[src/rtl/alu_pwr_pkg.sv]
// alu_pwr_pkg: state encoding and default delays for the ALU power-sequencing controller
package alu_pwr_pkg;
  typedef enum logic [2:0] {
    PS_OFF     = 3'd0,
    PS_PWR_UP  = 3'd1,
    PS_RST_REL = 3'd2,
    PS_ON      = 3'd3,
    PS_DRAIN   = 3'd4,
    PS_ISO_ON  = 3'd5
  } alu_pwr_state_e;
  localparam int ISO_DLY_DEF       = 2;
  localparam int SETTLE_DLY_DEF    = 8;
  localparam int RST_HOLD_DEF      = 2;
  localparam int DRAIN_TIMEOUT_DEF = 64;
  function automatic int max3(input int a, input int b, input int c);
    return a > b ? (a > c ? a : c) : (b > c ? b : c);
  endfunction
endpackage

[src/rtl/alu_pwr_ctrl_timer.sv]
// pwr_seq_timer: loadable down-counter that parks at zero
module pwr_seq_timer #(
  parameter int W = 4
) (
  input  logic         clk,
  input  logic         rst_n,
  input  logic         load,
  input  logic [W-1:0] value,
  output logic         zero
);
  logic [W-1:0] cnt;
  always_ff @(posedge clk) begin
    if (!rst_n) cnt <= '0;
    else if (load) cnt <= value;
    else if (cnt != '0) cnt <= cnt - 1'b1;
  end
  assign zero = cnt == '0;
endmodule

[src/rtl/alu_pwr_ctrl.sv]
// alu_pwr_ctrl: orders power/isolation/reset of the ALU domain on up/down requests.
// Define ALU_PWR_CTRL_TIMEOUT_EN to abort a stuck DRAIN back to ON with an err pulse.
module alu_pwr_ctrl
  import alu_pwr_pkg::*;
#(
  parameter int ISO_DLY       = ISO_DLY_DEF,
  parameter int SETTLE_DLY    = SETTLE_DLY_DEF,
  parameter int RST_HOLD      = RST_HOLD_DEF,
  parameter int DRAIN_TIMEOUT = DRAIN_TIMEOUT_DEF
) (
  input  logic       clk,
  input  logic       rst_n,
  input  logic       pwr_down_req,
  input  logic       pwr_up_req,
  input  logic       alu_busy,
  output logic       alu_pwr_en,
  output logic       iso_en,
  output logic       alu_rst_n,
  output logic [2:0] pwr_state,
  output logic       done,
  output logic       err
);
  localparam int CW = $clog2(max3(SETTLE_DLY, ISO_DLY, RST_HOLD) + 1);
  alu_pwr_state_e state, nxt;
  logic          tzero, tload, timeout, pwr_d, iso_d, rst_d, done_d;
  logic [CW-1:0] tinit;
`ifdef ALU_PWR_CTRL_TIMEOUT_EN
  localparam int DW = $clog2(DRAIN_TIMEOUT + 1);
  logic [DW-1:0] dcnt;
  always_ff @(posedge clk) begin
    if (!rst_n) dcnt <= '0;
    else dcnt <= (state == PS_DRAIN && alu_busy && !timeout) ? dcnt + 1'b1 : '0;
  end
  assign timeout = state == PS_DRAIN && alu_busy && dcnt == DW'(DRAIN_TIMEOUT - 1);
`else
  assign timeout = DRAIN_TIMEOUT < 0;
`endif
  // One timer shared by all fixed-length states, loaded on entry with length-1
  assign tload = nxt != state && nxt inside {PS_PWR_UP, PS_RST_REL, PS_ISO_ON};
  assign tinit = nxt == PS_PWR_UP  ? CW'(SETTLE_DLY - 1) :
                 nxt == PS_RST_REL ? CW'(RST_HOLD - 1) : CW'(ISO_DLY - 1);
  pwr_seq_timer #(.W(CW)) u_timer (
    .clk   (clk),
    .rst_n (rst_n),
    .load  (tload),
    .value (tinit),
    .zero  (tzero)
  );
  always_ff @(posedge clk) begin
    if (!rst_n) begin
      state      <= PS_OFF;
      alu_pwr_en <= 1'b0;
      iso_en     <= 1'b1;
      alu_rst_n  <= 1'b0;
      done       <= 1'b0;
      err        <= 1'b0;
    end else begin
      state      <= nxt;
      alu_pwr_en <= pwr_d;
      iso_en     <= iso_d;
      alu_rst_n  <= rst_d;
      done       <= done_d;
      err        <= timeout;
    end
  end
  always_comb begin
    nxt = state;
    case (state)
      PS_OFF:     if (pwr_up_req) nxt = PS_PWR_UP;
      PS_PWR_UP:  if (tzero) nxt = PS_RST_REL;
      PS_RST_REL: if (tzero) nxt = PS_ON;
      PS_ON:      if (pwr_down_req) nxt = PS_DRAIN;
      PS_DRAIN:   nxt = !alu_busy ? PS_ISO_ON : timeout ? PS_ON : PS_DRAIN;
      PS_ISO_ON:  if (tzero) nxt = PS_OFF;
      default:    nxt = PS_OFF;
    endcase
  end
  // Outputs are decoded from the next state so they register together with it
  always_comb begin
    pwr_d  = nxt != PS_OFF;
    rst_d  = !(nxt inside {PS_OFF, PS_PWR_UP});
    iso_d  = !(nxt inside {PS_ON, PS_DRAIN});
    done_d = nxt != state && nxt inside {PS_ON, PS_OFF} && !timeout;
  end
  assign pwr_state = state;
endmodule

[config.mk]
export PLATFORM = sky130hd
export DESIGN_NAME = alu_pwr_ctrl
export DESIGN_NICKNAME = d
export VERILOG_FILES = /design/src/rtl/alu_pwr_pkg.sv /design/src/rtl/alu_pwr_ctrl_timer.sv /design/src/rtl/alu_pwr_ctrl.sv
export SDC_FILE = /design/constraint.sdc
export NUM_CORES = 1
export LEC_CHECK = 0
export ABC_AREA = 0
export CELL_PAD_IN_SITES_DETAIL_PLACEMENT = 1
export CELL_PAD_IN_SITES_GLOBAL_PLACEMENT = 2
export CORE_UTILIZATION = 31
export CTS_CLUSTER_SIZE = 8
export DETAILED_ROUTE_END_ITERATION = 8
export DONT_BUFFER_PORTS = 1
export PLACE_DENSITY = 0.71
export REMOVE_ABC_BUFFERS = 1
export SLEW_MARGIN = 20
export SYNTH_ARGS = -nofsm -noshare
export SYNTH_HDL_FRONTEND = slang
export SYNTH_HIERARCHICAL = 1
export SYNTH_SLANG_ARGS = --single-unit
[constraint.sdc]
create_clock -name clk -period 1.7 [get_ports clk]
set_input_delay 0.34 -clock clk [delete_from_list [all_inputs] [get_ports clk]]
set_output_delay 0.34 -clock clk [all_outputs]
set_load 0.05 [all_outputs]
==> results.cfg, run 1 <==
[detailed_routing]
wl_met3_um = 65
top_layer_used = met4
ant_nets = 0
vias = 543
vias_per_cell = 4.892
drc = 0
routedWlPerCell_um = 12.94
met1_length_um = 674
first_iter_violations = 8
first_pass_iters = 3
dr_wl_met2_um = 673
wl_um = 1436

[sta]
rsz0062_at_grt = false
fmax_ghz = 0.6191
clock_skew_ps = 4.974
fin_hold_ws_ps = 148.9
period_share_pct = 95.01
final_hold_viol_count = 0
drv_slew = 0
setup_viol = 0
period_minus_slack_ps = 1615
setup_slack_ps = 84.87

[floorplan]
ios = 13
initial_core_util_pct = 32.73
fp.dieW_um = 47.28
die_area_sq_mm = 0.002235
num_rows = 16
core_area_sq_mm = 0.001942
die_y_um = 47.28

[setup_path]
cp-start-kind = flop
crit_slowest_cell = dfxtp_2
end_kind = flop
cp_num_buf_inv = 3
worstPathArrival_ps = 1780
cp.required_ps = 1870
worstPathCellList = inv_2 -> ha_2 -> nor3b_4 -> buf_6 -> buf_12 -> nor3b_1 -> a31oi_1 -> a31oi_2
crit_type = reg -> reg
crit_path_max_incr_delay_ps = 330
crit_family = compound AO/OA/AOI/OAI gates
critPathMaxFanout = 4

[pwr]
ir_drop_mv = 0.6905
switching_share_pct = 41.18
pwr-share-comb_pct = 58.2
clockPowerShare_pct = 11.6
p_sw_w = 0.0006755
report.power.total_w = 0.001641
p_leak_nw = 0.3405
p_int_w = 0.0009651
pwr-share-seq_pct = 30.2
power_density_mw_per_mm2 = 2049

[layout]
nets = 91
final_core_utilization_pct = 41.24
drive_above_1_share_pct = 39.29
n_antenna_cell = 0
layout_commonest_cell = buf_4
n_fill_cell = 240
syn2layout_area_growth_pct = 25.98
layout.cells.most_common_list = buf_4, dfxtp_1, nand2_1
stdcell_area_sq_um = 800.8

[cts]
insertion_delay_ps = 280
cts_sinks = 11
path_clk_slew_ps = 80
clockRootBuffer = clkbuf_4
numCtsBuffers = 3
cts_tree = done
h-tree-depth = 1
clk_path_buf_depth = 2

[global_routing]
grt_pass1_wl_um = 2049
grt-ovfl-total = 0
grt_usage_pct = 13.86
grt_pass1_vias = 458
antenna_found_initial = 0
grt_max_degree = 14

[placement]
place_area_sq_um = 709.4
portBuffers = 0
dp_hpwl_um = 1040
pre_cts_slack_ps = 93.94
gp_congestion = 0.6790

[synthesis]
synth_top_cell_by_area = dfxtp_1
synth_top_area_share_pct = 34.65
synth_edf_count = 0
ys_ff_latch = 11
synth.avg_cell_area_sq_um = 9.080
async_flop_share_pct = 0
yosysWarnings = 6
synth_area_sq_um = 635.6
synth_cell_types = 38
ys_top_cells_by_area = dfxtp_1, a21boi_1, buf_4
synthCells = 70
seq_area_frac_synth_pct = 34.65
synth_ff_type = dfxtp_1

[run_status]
outcome = complete, no violations

[run]
max_cap_violations = 0

[worst_hold_path]
hold_class = in -> reg
-- repair_timing --
| action | CTS | global route |
|---|---|---|
| hold buffers | 0 | 0 |
| endpoints found under the setup margin | 0 | 1 |
| gates resized for setup | 0 | 8 |
| setup buffers | 0 | 4 |
-- Yosys cell counts (2+ instances only) --
| master | instances |
|---|---|
| inv_1 | 4 |
| nor2_1 | 2 |
| xnor2_1 | 2 |
| conb_1 | 2 |
| nand3_1 | 4 |
| a21oi_1 | 3 |
| nand2_1 | 5 |
| a21boi_1 | 3 |
| nand2b_1 | 2 |
| buf_4 | 3 |
| a31oi_1 | 2 |
| dfxtp_1 | 11 |
| mux2i_1 | 2 |
-- layer usage --
metal	vias to the layer above	global-route usage, %
met4	0	6.857
met2	8	18.63
met1	257	18.54
met5	-	0
li1	274	-
met3	4	6.154
-- worst reg2reg max path: cells and delay by family (launching register included) --
family / cells / cell delay (ps)
flops: 1 / 330
simple gates: 2 / 320
fa+ha+maj: 1 / 170
buf+inv: 3 / 300
compound gates: 2 / 390
-- kinds of logic (layout without fill, tap and decap cells) --
group | count (synthesis) | in the layout | share of synthesized area [%]
simple gates | 22 | 22 | 21.85
buf+inv | 9 | 22 | 8.463
xor+xnor | 2 | 2 | 2.756
compound gates | 20 | 20 | 24.21
flops | 11 | 11 | 34.65
fa+ha+maj | 1 | 1 | 1.968
other cells | 2 | 3 | 1.182
mux | 3 | 3 | 4.921
-- power groups by stage --
stage	combinational (W)	sequential (W)	clock (W)
global placement	0.000754	0.000496	0
finish	0.000955	0.000495	0.000191
CTS	0.000774	0.000490	0.000201
detailed placement	0.000768	0.000496	0
global route	0.00105	0.000508	0.000209
floorplan	0.000445	0.000544	0
-- layout make-up --
| cell class | count | area [sq um] | share of cell area (%) |
|---|---|---|---|
| Tap cell | 27 | 33.78 | 4.219 |
| Clock buffer | 3 | 22.52 | 2.812 |
| Clock inverter | 1 | 5.005 | 0.6250 |
| Timing Repair Buffer | 14 | 121.4 | 15.16 |
| Sequential cell | 11 | 222.7 | 27.81 |
| Multi-Input combinational cell | 51 | 380.4 | 47.50 |
| Inverter | 4 | 15.01 | 1.875 |
-- stage by stage --
stage | setup TNS (ps) | instances
final | 0 | 111
after global routing | 0 | 111
after CTS | 0 | 107
after detailed placement | 0 | 103
after global placement | 0 | 103
after floorplan | -126.5 | 66
-- final timing paths --
| path | start | endpoint | slack [ps] | depth (start not counted) |
|---|---|---|---|---|
| setup / recovery | u_timer/cnt[1] | iso_en | 80 | 8 |
| hold / removal | rst_n | iso_en | 150 | 1 |
| hold reg to reg | u_timer/cnt[1] | u_timer/cnt[1] | 610 | 3 |
| setup reg to reg | u_timer/cnt[1] | iso_en | 80 | 8 |
-- sequential cells by signal (all words and copies together), names as in the netlist --
signal / cells
alu_pwr_en: 1
alu_rst_n: 1
done: 1
iso_en: 1
pwr_state: 3
u_timer/cnt: 4
No activity file was read; power rests on OpenSTA's default activity.
==> run 2, diff against run 1 <==
--- a/constraint.sdc
+++ b/constraint.sdc
@@ -3,2 +3,2 @@
 set_output_delay 0.34 -clock clk [all_outputs]
-set_load 0.05 [all_outputs]
+set_load 0.02 [all_outputs]
==> run 2 against run 1 <==
Net effect:
- flip-flop and latch count did not move
- worst setup slack got worse by 30 ps
- critical path depth did not move
- first-iteration DRC count fell by 50%
- sequential power fell by 4.6%
- worst hold slack improved by 20 ps
- count of clock-buffer cells in the layout rose by 1
- critical path type unchanged
- critical endpoint is now u_timer/cnt[2]
==> results.cfg, run 2 (synthesis results as in run 1) <==
[detailed_routing]
drc = 0
vias_per_cell = 4.882
vias = 537
ant_nets = 0
first_pass_iters = 2
routedWlPerCell_um = 13.03
first_iter_violations = 4
wl_um = 1433

[setup_path]
cp_num_buf_inv = 2
crit_slowest_cell = dfxtp_2
worstPathCellList = inv_2 -> ha_4 -> nor3b_4 -> a32oi_1 -> nor2_1 -> buf_4 -> nand2b_1 -> o211a_1
cp.required_ps = 1870
r2r-end = u_timer/cnt[2]
reg2reg_setup_slack_ps = 50
critPathMaxFanout = 6
end_kind = flop
crit_path_max_incr_delay_ps = 330
r2r_start = u_timer/cnt[0]
rr_worst_depth = 8
crit_family = simple AND/OR/NAND/NOR gates
worstPathArrival_ps = 1810
startpoint = u_timer/cnt[0]
crit_type = reg -> reg
cp-start-kind = flop

[run_status]
outcome = complete, no violations

[sta]
period_share_pct = 96.77
fin_hold_ws_ps = 168.9
fmax_ghz = 0.6079
period_minus_slack_ps = 1645
setup_viol = 0
final_hold_viol_count = 0
max_slew.worst_pin.slew_ps = 522.3
drv_slew = 0
slew_headroom_pct = 65.13
setup_tns_ps = 0
clock_skew_ps = 2.588
setup_slack_ps = 54.96

[global_routing]
antenna_found_initial = 0
grt_pass1_wl_um = 2035
grt_pass1_vias = 468
grt_max_degree = 14
grt_usage_pct = 13.70
grt-ovfl-total = 0

[layout]
n_fill_cell = 238
syn2layout_area_growth_pct = 21.65
drive_above_1_share_pct = 34.94
seqCellArea_sq_um = 222.7
final_core_utilization_pct = 39.82
layout_commonest_cell = buf_4
multi_input_area_sq_um = 377.9
largest-register = u_timer/cnt
largest_register_ffs = 4
n_antenna_cell = 0
nets = 90
stdcell_area_sq_um = 773.2
layout.cells.most_common_list = buf_4, dfxtp_1, nand2_1

[cts]
cts_sinks = 11
clockRootBuffer = clkbuf_4
clk_path_buf_depth = 2
path_clk_slew_ps = 70
ctsHoldBuffers = 0
numCtsBuffers = 3
insertion_delay_ps = 270
cts_tree = done
h-tree-depth = 1

[floorplan]
num_rows = 16
ios = 13
fp.dieW_um = 47.28
initial_core_util_pct = 32.73
die_area_sq_mm = 0.002235
core_area_sq_mm = 0.001942
die_y_um = 47.28

[placement]
dp_hpwl_um = 958.3
pre_cts_slack_ps = 36.31
portBuffers = 0
gp_congestion = 0.6357
place_area_sq_um = 686.9

[pwr]
power_density_mw_per_mm2 = 1927
ir_drop_mv = 0.5782
p_leak_nw = 0.3230

[run]
max_cap_violations = 0

[worst_hold_path]
hold_depth = 1
min_to = iso_en
holdCritStartpoint = rst_n
hold_class = in -> reg
-- run 2: cell count changes in the layout (fill, tap and decap cells not counted) --
cell / before / now
buf_12: 1 / 0
buf_4: 12 / 13
buf_6: 1 / 0
clkbuf_1: 0 / 1
clkinv_2: 1 / 0
ha_2: 1 / 0
ha_4: 0 / 1
nand2b_1: 1 / 2
nand2b_4: 1 / 0
nor3_1: 0 / 1
nor3_2: 2 / 1
-- run 2: report_power, final --
| part | switching (W) | internal [W] |
|---|---|---|
| registers | 0.000134 | 0.000339 |
| logic | 0.000358 | 0.000478 |
| clock network | 0.0000910 | 0.0000909 |
-- run 2: layout make-up --
class,count,share of cell area [%]
repair buffers,13,12.62
inverters,4,1.942
flip-flops and latches,11,28.80
multi-input cells,51,48.87
clock buffers,4,3.398
well taps,27,4.369
-- run 2: worst max path at each step --
stage / cells past startpoint / to / slack (ps)
2_1_floorplan: 7 / u_timer/cnt[3] / -7
3_3_place_gp: 8 / u_timer/cnt[2] / 80
3_5_place_dp: 8 / u_timer/cnt[2] / 40
4_1_cts: 8 / u_timer/cnt[2] / 10
5_1_grt: 8 / u_timer/cnt[2] / -60
6_report: 8 / u_timer/cnt[2] / 50
-- run 2: what timing repair did --
action	4_1_cts	5_1_grt
gates resized for setup	0	6
setup endpoints to repair	1	6
hold endpoints to repair	0	0
pin swaps	0	3
setup buffers	1	5
-- run 2: through the flow --
step           std cells  total power, W
2_1_floorplan         66       0.0009110
5_1_grt              110        0.001620
6_report             110        0.001490
4_1_cts              105        0.001371
3_5_place_dp         100        0.001139
3_3_place_gp         100        0.001134
-- run 2: layer usage --
metal	wire (um)	track usage, %
met1	652	18.08
met2	678	18.08
met3	62	5.769
met4	40	8.571
met5	0	0
